--- src/rtl/div_iter_pkg.sv ---
// Shared definitions for the iterative DIV/DIVU unit: FSM state encodings
// and the EX opcodes that the decoder maps onto start/signed_div.
package div_iter_pkg;

  typedef enum logic [1:0] {
    DIV_IDLE    = 2'd0,
    DIV_DIVZERO = 2'd1,
    DIV_ON      = 2'd2,
    DIV_END     = 2'd3
  } div_state_t;

  localparam int unsigned EXE_OP_W = 8;

  localparam logic [EXE_OP_W-1:0] EXE_DIV_OP  = 8'b0001_1010;
  localparam logic [EXE_OP_W-1:0] EXE_DIVU_OP = 8'b0001_1011;

  // Decoder helpers: any divide op raises start, only DIV selects signed mode
  function automatic logic is_div_op(input logic [EXE_OP_W-1:0] op);
    return (op == EXE_DIV_OP) || (op == EXE_DIVU_OP);
  endfunction

  function automatic logic is_signed_div_op(input logic [EXE_OP_W-1:0] op);
    return op == EXE_DIV_OP;
  endfunction

endpackage

--- src/rtl/div_step.sv ---
// One radix-2 restoring division iteration: shift {rem, quo} left by one,
// trial-subtract the divisor from the upper half, keep it if non-negative.
module div_step #(
  parameter int unsigned WIDTH = 32
) (
  input  logic [WIDTH-1:0] rem,
  input  logic [WIDTH-1:0] quo,
  input  logic [WIDTH-1:0] divisor,
  output logic [WIDTH-1:0] rem_next,
  output logic [WIDTH-1:0] quo_next
);

  logic [WIDTH:0] upper;
  logic [WIDTH:0] trial;

  // rem < divisor on entry, so the shifted upper half fits in WIDTH+1 bits
  always_comb begin
    upper    = {rem, quo[WIDTH-1]};
    trial    = upper - {1'b0, divisor};
    rem_next = upper[WIDTH-1:0];
    quo_next = {quo[WIDTH-2:0], 1'b0};
    if (!trial[WIDTH]) begin
      rem_next    = trial[WIDTH-1:0];
      quo_next[0] = 1'b1;
    end
  end

endmodule

--- src/rtl/div_iter.sv ---
// Multi-cycle DIV/DIVU unit for the EX stage; result = {remainder, quotient}.
// Optional macro DIV_FAST_SMALL_EN: finish at once when |a| < |b|.
module div_iter
  import div_iter_pkg::*;
#(
  parameter int unsigned WIDTH = 32,
  parameter int unsigned CNT_W = 6
) (
  input  logic               clk,
  input  logic               rst,
  input  logic               start,
  input  logic               signed_div,
  input  logic [WIDTH-1:0]   a,
  input  logic [WIDTH-1:0]   b,
  input  logic               annul,
  output logic [2*WIDTH-1:0] result,
  output logic               ready,
  output logic               stall
);

  div_state_t       state;
  logic [CNT_W-1:0] cnt;
  logic [WIDTH-1:0] rem;
  logic [WIDTH-1:0] quo;
  logic [WIDTH-1:0] divisor;
  logic [WIDTH-1:0] dividend_raw;
  logic             neg_q;
  logic             neg_r;

  logic [WIDTH-1:0] rem_next;
  logic [WIDTH-1:0] quo_next;
  logic [WIDTH-1:0] a_mag;
  logic [WIDTH-1:0] b_mag;
  logic [WIDTH-1:0] quo_fix;
  logic [WIDTH-1:0] rem_fix;

  // Operand magnitudes; the most negative value maps onto its own bit pattern
  always_comb begin
    a_mag = (signed_div && a[WIDTH-1]) ? WIDTH'(0) - a : a;
    b_mag = (signed_div && b[WIDTH-1]) ? WIDTH'(0) - b : b;
  end

  assign quo_fix = neg_q ? WIDTH'(0) - quo_next : quo_next;
  assign rem_fix = neg_r ? WIDTH'(0) - rem_next : rem_next;

`ifdef DIV_FAST_SMALL_EN
  logic small;
  assign small = a_mag < b_mag;
`endif

  div_step #(.WIDTH(WIDTH)) u_step (
    .rem      (rem),
    .quo      (quo),
    .divisor  (divisor),
    .rem_next (rem_next),
    .quo_next (quo_next)
  );

  // Hazard hold; drops in END so EX advances on the cycle ready is high
  assign stall = ((state == DIV_IDLE) && start && !annul) ||
                 (state == DIV_ON) || (state == DIV_DIVZERO);

  always_ff @(posedge clk) begin
    if (rst) begin
      state        <= DIV_IDLE;
      cnt          <= '0;
      rem          <= '0;
      quo          <= '0;
      divisor      <= '0;
      dividend_raw <= '0;
      neg_q        <= 1'b0;
      neg_r        <= 1'b0;
      result       <= '0;
      ready        <= 1'b0;
    end else begin
      ready <= 1'b0;
      unique case (state)
        DIV_IDLE: begin
          if (start && !annul) begin
            dividend_raw <= a;
            neg_q        <= signed_div & (a[WIDTH-1] ^ b[WIDTH-1]);
            neg_r        <= signed_div & a[WIDTH-1];
            rem          <= '0;
            quo          <= a_mag;
            divisor      <= b_mag;
            cnt          <= '0;
            if (b == '0) begin
              state <= DIV_DIVZERO;
`ifdef DIV_FAST_SMALL_EN
            end else if (small) begin
              // a itself already carries the sign the remainder needs
              state  <= DIV_END;
              result <= {a, {WIDTH{1'b0}}};
              ready  <= 1'b1;
`endif
            end else begin
              state <= DIV_ON;
            end
          end
        end

        DIV_DIVZERO: begin
          if (annul) begin
            state <= DIV_IDLE;
          end else begin
            state  <= DIV_END;
            result <= {dividend_raw, {WIDTH{1'b1}}};
            ready  <= 1'b1;
          end
        end

        DIV_ON: begin
          if (annul) begin
            state <= DIV_IDLE;
          end else begin
            rem <= rem_next;
            quo <= quo_next;
            cnt <= cnt + CNT_W'(1);
            if (cnt == CNT_W'(WIDTH - 1)) begin
              state  <= DIV_END;
              result <= {rem_fix, quo_fix};
              ready  <= 1'b1;
            end
          end
        end

        DIV_END: begin
          state <= DIV_IDLE;
        end

        default: begin
          state <= DIV_IDLE;
        end
      endcase
    end
  end

endmodule
--- config.mk ---
export PLATFORM = sky130hd
export DESIGN_NAME = div_iter
export DESIGN_NICKNAME = d
export VERILOG_FILES = /design/src/rtl/div_iter_pkg.sv /design/src/rtl/div_step.sv /design/src/rtl/div_iter.sv
export SDC_FILE = /design/constraint.sdc
export NUM_CORES = 1
export LEC_CHECK = 0
export BUFFER_PORTS_ARGS = -buffer_cell sky130_fd_sc_hd__buf_2
export CORE_ASPECT_RATIO = 0.8
export CORE_UTILIZATION = 35
export CTS_CLUSTER_SIZE = 20
export DETAILED_ROUTE_END_ITERATION = 6
export GPL_ROUTABILITY_DRIVEN = 0
export PLACE_DENSITY = 0.52
export SYNTH_ARGS = -nofsm -noshare
export SYNTH_HDL_FRONTEND = slang
export SYNTH_HIERARCHICAL = 1
export SYNTH_SLANG_ARGS = --single-unit
--- constraint.sdc ---
create_clock -name clk -period 8.39 [get_ports clk]
set_input_delay 1.678 -clock clk [delete_from_list [all_inputs] [get_ports clk]]
set_output_delay 1.678 -clock clk [all_outputs]
set_load 0.01 [all_outputs]
* Yosys cells after proc, flatten, opt, wreduce, memory -nomap -nowiden
Cells that the tools add are included.
Storage, ports and cells: register bits 203, output and inout bits 66, word-level logic and storage cells 73
Cells by class: add/subtract/negate cells 6, eq/ne operators 9, mux-type cells 29, bitwise gates (word level) 3, reductions and logical operators 16
Operators by type and width (number):
- 32-bit 2-to-1 mux | 9
- 64-bit 2-to-1 mux | 3
- 32-bit one-hot mux with 2 select lines | 2
- 64-bit one-hot mux with 2 select lines | 1
- 1-bit by 32-bit subtractor with 32-bit output (first input constant) | 4
- 33-bit by 32-bit subtractor with 33-bit output | 1
- 32-bit zero test | 1
- 6-bit 2-to-1 mux | 2
- 6-bit one-hot mux with 2 select lines | 1
- 2-bit 2-to-1 mux | 5
- 2-bit one-hot mux with 4 select lines | 1
- 6-bit by 1-bit adder with 6-bit output (second input constant) | 1
- 6-bit by 5-bit equality test with 1-bit output (second input constant) | 1
- 1-bit logical AND | 5
- 2-bit equality test (second input constant) | 2
- 1-bit 2-to-1 mux | 4
- 2-bit by 1-bit inequality test with 1-bit output (second input constant) | 2
- 2-bit inequality test (second input constant) | 2
- 2-bit AND reduction | 2
- 4-bit AND reduction | 1
- 2-bit nonzero test | 2
- 3-bit by 2-bit inequality test with 1-bit output (second input constant) | 1
- 3-bit AND reduction | 1
- 1-bit bitwise AND | 2
- 6 further kinds | 7

* Logic depth before layout (Yosys ltp)
Gate-level depths: netlist (run 1).
depth after elaboration 7, gate-level depth with buffers 21, mapped depth without buffers 19

* Hierarchy
Netlist (run 1), hierarchy kept.
By module, submodules not included:
- div_iter | times used 1, cells each 1401, area an instance 10924.2 um^2, seq. area each 4063.9 um^2
- div_step | times used 1, cells each 336, area an instance 2591.2 um^2, seq. area each 0.0 um^2

* Least setup slack after synthesis (run 1)
No wires, ideal clock.
path kind register -> register, start reg quo[31], end reg result[63], setup time 0.117 ns, arrival time 4.896 ns, required time 8.273 ns, slack 3.376 ns, cell stages (with the launch flop) 21, path buffers 2, clock period less this slack 5.014 ns, cells stage by stage dfxtp_1 -> inv_1 -> ha_1 -> fa_1 -> and2b_1 -> o2111ai_2 -> a21oi_2 -> o2111ai_1 -> a211oi_2 -> nor2_4 -> mux2i_4 -> and2_4 -> buf_12 -> inv_8 -> buf_12 -> mux2_4 -> or4_1 -> nor4_2 -> nand3_1 -> or3_1 -> a32o_1
Between the ends: word-level cells in the longest chain between the ends 7
Ends and longest elaborated chain:
- start: declaration | line div_iter.sv:24 | logic [WIDTH-1:0] quo;
- start signal: assignment | line div_iter.sv:84 | quo <= a_mag;
- start signal: assignment | line div_iter.sv:117 | quo <= quo_next;
- 33-bit by 32-bit subtractor with 33-bit output | line div_step.sv:19 | trial = upper - {1'b0, divisor};
- 32-bit 2-to-1 mux | line div_step.sv:22 | if (!trial[WIDTH]) begin
- net rem_next[21] | line div_iter.sv:30 | logic [WIDTH-1:0] rem_next;
- 1-bit by 32-bit subtractor with 32-bit output | line div_iter.sv:44 | assign rem_fix = neg_r ? WIDTH'(0) - rem_next : rem_next;
- 32-bit 2-to-1 mux | line div_iter.sv:44
- 64-bit 2-to-1 mux | line div_iter.sv:119 | if (cnt == CNT_W'(WIDTH - 1)) begin
- 64-bit 2-to-1 mux | line div_iter.sv:113 | if (annul) begin
- 64-bit one-hot mux with 2 select lines | line div_iter.sv:77 | unique case (state)
- end signal: assignment | line div_iter.sv:107 | result <= {dividend_raw, {WIDTH{1'b1}}};
- end signal: assignment | line div_iter.sv:121 | result <= {rem_fix, quo_fix};
- end: declaration | line div_iter.sv:16 | output logic [2*WIDTH-1:0] result,
The timed path passes the listed nets, and every way through them passes these cells. The select of a mux whose other input is x is not followed. A chain may end at the register's enable or synchronous reset.

* Worst setup path in the final report (run 1)
Ends and elaborated chain as after synthesis.

==> metrics.cfg, run 1 <==
[worst_hold_path]
min_from=dividend_raw[4]
holdPathStages=2
holdCritPathClass=flop to flop
whs_endpoint=dividend_raw[4]

[yosys]
yosysSeqAreaShare=0.3007
async_flop_share=0
postSynthAreaPerCell_sq_um=7.781
synth-edff-count=0
ys_warn_count=6
synth_top_area_cell=dfxtp_1
yosys.cell_types.count=94
synth_area_sq_mm=0.01352
syn-num-nets=1848
syn_inst=1737
synth_ff_type=dfxtp_1
yosys_register_bits=203
synthMostInstantiatedCell=nand2_1
synth_top_area_share=0.3007
yosys-top-cells-area=dfxtp_1 (30%), a21oi_1 (6.6%), nand2_1 (5.7%)
synth_top_cells_by_count=nand2_1 (205), dfxtp_1 (203), a21oi_1 (177), o21ai_0 (114), clkbuf_1 (101)

[finish]
drive_gt1_frac=0.1412
fin_cells=2258
nNetsFinal=1865
area_delta_synth_final_pct=10.16
diodes=0

[setup_path]
crit_type=flop to flop
path_max_fanout=28
cp.arrival_ps=6400
r2r-start=quo[31]
slowest_stage=or4_1
cp_top_family=simple AND/OR/NAND/NOR gates
r2r_slack_ps=2420
cp_num_buf_inv=2
reg2reg_depth=18
cp_cell_sequence=inv_1 > ha_1 > fa_1 > and2b_1 > o2111ai_2 > a21oi_2 > o2111ai_1 > a211oi_2 > nor2_4 > mux2i_4 > and2_4 > inv_8 > mux2_4 > or4_1 > nor2b_1 > nand3_1 > or3_1 > a32o_1
cp-end-kind=flop
r2r-end=result[63]
start_kind=flop
crit_required_ps=8820
cp_slowest_stage_delay_ps=660

[floorplan]
start_util=0.3602
fp.dieW_um=221.7
core_sq_mm=0.03752
io_pins=135
die-area_sq_mm=0.03941
rows=63
die_h_um=177.8

[clock_tree]
clk_pin_slew_ps=60
post_cts_buffers=0
root_buffer=clkbuf_16
clock_latency_ps=540
htree_levels=1
postCtsHoldBufs=0
clk_path_buf_depth=3
cts_tree=built
cts_buffers=24
cts_sinks=203
post_cts_resized=0

[routing]
final_antenna_net_count=0
drc=0
vias_per_cell=5.841
vias=13190
drt_iter0_drc=1229
routed_wl_um=45570
post_drt_wl_per_cell_um=20.18
drt-pass1-iter-count=5

[timing]
hold_violations=0
setup_violations=0
min_period_over_period=0.7114
finalHoldWorstSlack_ps=456.3
slew_headroom=0.2261
slew_viol_final=0
fmax_mhz=167.5
period_minus_slack_ps=5969
tightestPinTransition_ps=1159
setup_slack_ps=2421
rsz0062_at_grt=no
tns_ps=0
finClkSkew_ps=10.14

[grt]
grt_use_total=0.2256
grt_pass1_vias=11940
grt_max_degree=86
grt_pass1_wl_um=70320
antenna_found_initial=0
use_met1=0.3354
met3_usage=0.04073
busiest_layer=met1
grtUsageMet2=0.3323
grt-ovfl-total=0

[flow_run]
drv_cap=0

[place]
placed_cells=2215
dp_slack_ps=2539
dpl.hpwl_um=32680
portBuffers=134

[power]
p_leak_nw=5.645
finalPower_mw=3.866
powerDensity_mw_per_mm2=259.7
vdd_drop_max_mv=0.1572

[status]
status=finished, final reports clean

-- final cells by class --
type	count	area, sq um
repair buffers	147	770.7
inverters	63	244.0
fillers	3935	22630
flip-flops and latches	203	4064
clock buffers	37	730.7
multi-input cells	1315	8436
well taps	487	609.3
clock inverters	6	33.78
-- registers in the layout, indices dropped and copies added, names as in the netlist --
name          flops
cnt               6
dividend_raw     32
divisor          32
neg_q             1
neg_r             1
quo              32
ready             1
rem              32
result           64
state             2
-- metrics by stage --
| step | area [sq um] | utilization |
|---|---|---|
| 2_1_floorplan | 13520 | - |
| 3_3_place_gp | 14120 | 0.3764 |
| 3_5_place_dp | 14120 | 0.3764 |
| 4_1_cts | 14890 | 0.3968 |
| 5_1_grt | 14890 | 0.3968 |
| 6_report | 14890 | 0.3968 |
-- cell families after synthesis --
family	share of synthesized area
XOR/XNOR	0.07258
multiplexers	0.03814
AO/OA/AOI/OAI	0.2662
flip-flops	0.3007
adder cells (fa/ha/maj)	0.03944
AND/OR/NAND/NOR	0.2057
buffers and inverters	0.07721
-- how the worst max path moves through the flow --
stage / startpoint / endpoint / slack [ps] / depth (start not counted)
CTS: quo[31] / result[63] / 2510 / 18
floorplan: quo[31] / result[63] / 3380 / 20
global route: quo[31] / result[63] / 2100 / 18
global placement: quo[31] / result[63] / 2650 / 18
detailed placement: quo[31] / result[63] / 2540 / 18
finish: quo[31] / result[63] / 2420 / 18
-- power by group --
group,leakage (nW),switching [mW],total (mW),internal [mW]
sequential,1.65,0.116,1.21,1.09
clock,0.382,0.439,1.04,0.597
combinational,3.61,1.08,1.62,0.547
-- tightest hold or removal path, stage by stage (launching register included) --
cell	delay, ps
dfxtp_1	310
nand2_1	50
a21oi_1	50
-- layout by cell type (no fill, tap or decap), types with 51 or more instances in the layout --
| cell | instances |
|---|---|
| nand2_1 | 205 |
| dfxtp_1 | 203 |
| a21oi_1 | 177 |
| buf_2 | 133 |
| o21ai_0 | 114 |
| nor2_1 | 91 |
| nand3_1 | 80 |
| inv_1 | 61 |
| xor2_1 | 61 |
| xnor2_1 | 51 |
-- per-layer routing --
metal,vias up,part of all wire
met2,460,0.42
met1,6309,0.49
li1,6371,-
met5,-,0
met3,48,0.069
met4,0,0.019
No activity file was read; power rests on OpenSTA's default activity.
==> run 2, diff against run 1 <==
- PLACE_DENSITY: 0.52 -> 0.54
- clock period: 8.39 -> 5.35 ns (I/O delays scaled with it)
==> run 2 against run 1 <==
  * Global-route usage hardly changed
  * Maximum frequency increased by 16%
  * Combinational power up 62%
  * Utilization grew 0.59 points
  * Largest power group unchanged
==> metrics.cfg, run 2 (synthesized netlist as in run 1, its figures left out) <==
[place]
dpl.hpwl_um=32570  ; -0.34%
place_area_sq_mm=0.01424  ; +0.85%
portBuffers=134  ; unchanged

[timing]
rsz0062_at_grt=no
hold_violations=0  ; unchanged
slew_headroom=0.2152  ; -0.01083
tns_ps=0  ; unchanged
setup_violations=0  ; unchanged
period_minus_slack_ps=5148  ; -820.6 ps
finClkSkew_ps=17.60  ; +7.463 ps
min_period_over_period=0.9622  ; +0.2508
slew_viol_final=0  ; unchanged
tightestPinTransition_ps=1176  ; +16.23 ps
fmax_mhz=194.3  ; +16%

[setup_path]
crit_required_ps=5770  ; -3050 ps
r2r_slack_ps=200  ; -2220 ps
r2r-start=quo[31]
crit_start=quo[31]
cp-end-kind=flop
path_max_fanout=12  ; -57%
r2r-end=result[53]
start_kind=flop
cp.arrival_ps=5570  ; -830 ps
endpoint=result[53]
crit_type=flop to flop
reg2reg_depth=18  ; unchanged

[finish]
final_common_cell=nand2_1
multi_input_area_sq_mm=0.008436  ; unchanged
fill_cells=3944  ; +0.23%
nNetsFinal=1881  ; +0.86%
largest_register_ffs=64  ; unchanged
layout_common_cells=nand2_1 (205), dfxtp_1 (203), a21oi_1 (177)
design_area_sq_mm=0.01511  ; +1.5%
top_register=result
area_delta_synth_final_pct=11.80
regArea_sq_mm=0.004064  ; unchanged
diodes=0  ; unchanged
drive_gt1_frac=0.1521  ; +0.01096

[routing]
drt_iter0_drc=1314  ; +6.9%
vias_per_cell=5.833  ; -0.12%
post_drt_wl_per_cell_um=19.77  ; -2.0%
routed_wl_um=44980  ; -1.3%
drc=0  ; unchanged
final_antenna_net_count=0  ; unchanged
drt-pass1-iter-count=5  ; unchanged
vias=13270  ; +0.63%

[status]
status=finished, final reports clean

[power]
finalPower_mw=6.314  ; +63%
seqPwrFrac=0.300  ; -0.012
swShare=0.4084  ; -0.01391
p_clk_frac=0.284  ; +0.016
powerDensity_mw_per_mm2=417.8  ; +61%
intPower_mw=3.735  ; +67%
p_comb_frac=0.416  ; -0.004
vdd_drop_max_mv=0.2706  ; +72%
p_leak_nw=5.763  ; +2.1%
power.switching_mw=2.579  ; +58%

[clock_tree]
post_cts_buffers=0  ; unchanged
cts_tree=built
postCtsHoldBufs=0  ; unchanged
clk_path_buf_depth=3  ; unchanged
cts_buffers=24  ; unchanged
htree_levels=1  ; unchanged
root_buffer=clkbuf_16
post_cts_resized=0  ; unchanged
clock_latency_ps=540  ; about the same
clk_pin_slew_ps=60  ; about the same
cts_sinks=203  ; unchanged

[grt]
grt_pass1_vias=12280  ; +2.8%
grt_use_total=0.2252  ; -0.0003625
grt_pass1_wl_um=70800  ; +0.68%
grt_max_degree=97  ; +13%
antenna_found_initial=1  ; +1
grt-ovfl-total=0  ; unchanged

[worst_hold_path]
holdCritPathClass=flop to flop
holdPathStages=2  ; unchanged

[flow_run]
drv_cap=0  ; unchanged

[floorplan]
fp.dieW_um=221.7  ; unchanged
core_sq_mm=0.03752  ; unchanged
start_util=0.3602  ; unchanged
die-area_sq_mm=0.03941  ; unchanged
rows=63  ; unchanged
io_pins=135  ; unchanged
die_h_um=177.8  ; unchanged

==> run 2: final cells by class <==
cell class	instances	area share
Multi-Input combinational cell	1315	0.5583
Clock inverter	11	0.009357
Timing Repair Buffer	163	0.05896
Inverter	63	0.01615
Clock buffer	33	0.04803
Sequential cell	203	0.2689
Tap cell	487	0.04032
==> run 2: power groups by stage <==
stage / logic (mW) / clock network (mW) / registers [mW]
4_1_cts: 2.60 / 1.83 / 1.89
6_report: 2.63 / 1.79 / 1.89
3_5_place_dp: 2.59 / 0 / 1.92
5_1_grt: 2.90 / 1.89 / 1.92
2_1_floorplan: 1.93 / 0 / 1.85
3_3_place_gp: 2.58 / 0 / 1.92
==> run 2: per-stage QoR <==
stage | cells | hold slack, ps | setup slack [ps] | utilization
floorplan | 1737 | 426.3 | 336.2 | -
global placement | 2231 | 445.4 | 300.9 | 0.3796
detailed placement | 2231 | 445.6 | 243.4 | 0.3796
CTS | 2275 | 456.0 | 205.7 | 0.4027
global route | 2275 | 473.9 | 0.5782 | 0.4027
finish | 2275 | 455.8 | 202.0 | 0.4027
==> run 2: routing by layer <==
layer  track usage  wire [um]  part of all wire
met1        0.3371      22190              0.49
met2        0.3373      18870              0.42
met3       0.03311       3122             0.069
met4       0.04745        794             0.018
met5             0          0                 0
==> run 2: worst min path at each step <==
stage,from,end
after floorplan,quo[23],quo[23]
after global placement,dividend_raw[7],dividend_raw[7]
after detailed placement,result[37],result[37]
after CTS,dividend_raw[23],dividend_raw[23]
after global routing,dividend_raw[18],dividend_raw[18]
final,dividend_raw[5],dividend_raw[5]
==> run 2: worst max-delay path, cell delays in order (launching register included) <==
cell	delay, ps
dfxtp_1	360
inv_1	60
ha_1	220
fa_1	400
and2b_1	240
o2111ai_2	130
a21oi_2	240
o2111ai_1	260
a211oi_2	320
nor2_4	100
mux2i_4	200
and2_4	200
inv_8	110
mux2_2	390
or4_4	590
or3_1	520
or4_1	520
o21ai_0	90
o2bb2ai_1	80
==> run 3, diff against run 2 <==
- CTS_BUF_LIST: not set -> sky130_fd_sc_hd__clkbuf_16
==> run 3 against run 2 <==
  * Flip-flop and latch count stayed put
  * Utilization is 0.19 points lower
  * Die area stayed put
  * Power is 1.7% lower
  * First-iteration DRC count is 5.6% lower
  * Count of clock-buffer cells in the layout is 8 lower
  * Largest power group unchanged
  * Non-clock buffer count stayed put
  * Wire length hardly changed
  * Sequential power hardly changed
  * Maximum frequency hardly changed
  * Final area is 0.46% lower
==> metrics.cfg, run 3 (synthesized netlist as in run 1, its figures left out) <==
[timing]
tightestPinTransition_ps=1185  ; +9.145 ps
period_minus_slack_ps=5146  ; -1.949 ps
setup_slack_ps=204.0  ; +1.949 ps
fmax_mhz=194.3  ; about the same
finClkSkew_ps=17.77  ; +0.1690 ps
slew_headroom=0.2091  ; -0.006105
rsz0062_at_grt=no
tns_ps=0  ; unchanged
finalHoldWorstSlack_ps=457.4  ; +1.599 ps
hold_violations=0  ; unchanged
min_period_over_period=0.9619  ; about the same
slew_viol_final=0  ; unchanged
setup_violations=0  ; unchanged

[clock_tree]
clk_pin_slew_ps=60  ; about the same
htree_levels=1  ; unchanged
cts_tree=built
root_buffer=clkbuf_16
cts_buffers=24  ; unchanged
cts_sinks=203  ; unchanged
postCtsHoldBufs=0  ; unchanged
clk_path_buf_depth=3  ; unchanged
clock_latency_ps=540  ; about the same

[floorplan]
start_util=0.3602  ; unchanged
fp.dieW_um=221.7  ; unchanged
rows=63  ; unchanged
die-area_sq_mm=0.03941  ; unchanged
core_sq_mm=0.03752  ; unchanged
io_pins=135  ; unchanged
die_h_um=177.8  ; unchanged

[routing]
post_drt_wl_per_cell_um=19.78  ; about the same
vias_per_cell=5.851  ; +0.31%
final_antenna_net_count=0  ; unchanged
drt_iter0_drc=1240  ; -5.6%
drt-pass1-iter-count=5  ; unchanged
vias=13310  ; +0.31%
routed_wl_um=45010  ; about the same
drc=0  ; unchanged

[setup_path]
crit_type=flop to flop
r2r-end=result[53]
r2r_slack_ps=200  ; about the same
cp.arrival_ps=5570  ; about the same
start_kind=flop
path_max_fanout=12  ; unchanged
r2r-start=quo[31]
crit_required_ps=5770  ; about the same
reg2reg_depth=18  ; unchanged
crit_start=quo[31]
cp-end-kind=flop
endpoint=result[53]

[finish]
drive_gt1_frac=0.1482  ; -0.003915
largest_register_ffs=64  ; unchanged
layout_common_cells=nand2_1 (205), dfxtp_1 (203), a21oi_1 (177)
multi_input_area_sq_mm=0.008436  ; unchanged
final_common_cell=nand2_1
top_register=result
design_area_sq_mm=0.01504  ; -0.46%
fin_util=0.4009  ; -0.001868
diodes=0  ; unchanged
area_delta_synth_final_pct=11.29
regArea_sq_mm=0.004064  ; unchanged
fin_cells=2275  ; unchanged
nNetsFinal=1881  ; unchanged
fill_cells=3952  ; +0.20%

[place]
place_area_sq_mm=0.01424  ; unchanged
placed_cells=2231  ; unchanged
dpl.hpwl_um=32570  ; unchanged
portBuffers=134  ; unchanged
dp_slack_ps=243.4  ; unchanged

[worst_hold_path]
holdCritPathClass=flop to flop

[power]
finalPower_mw=6.209  ; -1.7%
vdd_drop_max_mv=0.2699  ; -0.26%
p_leak_nw=5.728  ; -0.61%
powerDensity_mw_per_mm2=412.8  ; -1.2%

[grt]
grt_use_total=0.2246  ; -0.0005681
grt_pass1_wl_um=70580  ; -0.31%
grt_max_degree=97  ; unchanged
grt_pass1_vias=12320  ; +0.27%
antenna_found_initial=1  ; unchanged
grt-ovfl-total=0  ; unchanged

[flow_run]
drv_cap=0  ; unchanged

[status]
status=finished, final reports clean

[run 3: cell count changes in the layout (fill, tap and decap cells not counted)]
cell and change:
clkbuf_1 -1, clkbuf_8 -7, clkinv_1 +7, inv_1 +1
[run 3: area by class of cell]
cell class,instances,area share
inverters,63,0.01622
multi-input cells,1315,0.5609
well taps,487,0.04051
clock inverters,19,0.01140
flip-flops and latches,203,0.2702
repair buffers,163,0.05923
clock buffers,25,0.04159
[run 3: power by group]
group	internal, mW	switching (mW)	total [mW]
Clock	0.990	0.694	1.68
Sequential	1.71	0.184	1.89
Combinational	0.934	1.70	2.63
Total	3.63	2.58	6.21
[run 3: routing by layer]
metal | GRT usage | vias to the layer above | part of all wire
met2 | 0.3360 | 469 | 0.42
met5 | 0 | - | 0
met4 | 0.05122 | 0 | 0.020
met1 | 0.3334 | 6381 | 0.49
met3 | 0.03609 | 50 | 0.070
li1 | - | 6412 | -
[run 3: critical path, cell delays in order, from the launching register on]
cell and delay, ps:
dfxtp_1 360, inv_1 60, ha_1 220, fa_1 400, and2b_1 250, o2111ai_2 130
a21oi_2 240, o2111ai_1 260, a211oi_2 320, nor2_4 110, mux2i_4 200, and2_4 200
inv_8 110, mux2_2 390, or4_4 590, or3_1 510, or4_1 520, o21ai_0 90
o2bb2ai_1 80
[run 3: timing repair]
item,CTS,global route
resized for setup,0,1
setup endpoints to repair,0,7
setup buffers,0,0
[run 3: worst min-delay path by stage]
| stage | end | from | cells after the start | slack, ps |
|---|---|---|---|---|
| after global placement | dividend_raw[7] | dividend_raw[7] | 2 | 450 |
| after global routing | dividend_raw[18] | dividend_raw[18] | 2 | 470 |
| after floorplan | quo[23] | quo[23] | 2 | 430 |
| after CTS | dividend_raw[23] | dividend_raw[23] | 2 | 460 |
| after detailed placement | result[37] | result[37] | 2 | 450 |
| final | dividend_raw[5] | dividend_raw[5] | 2 | 460 |
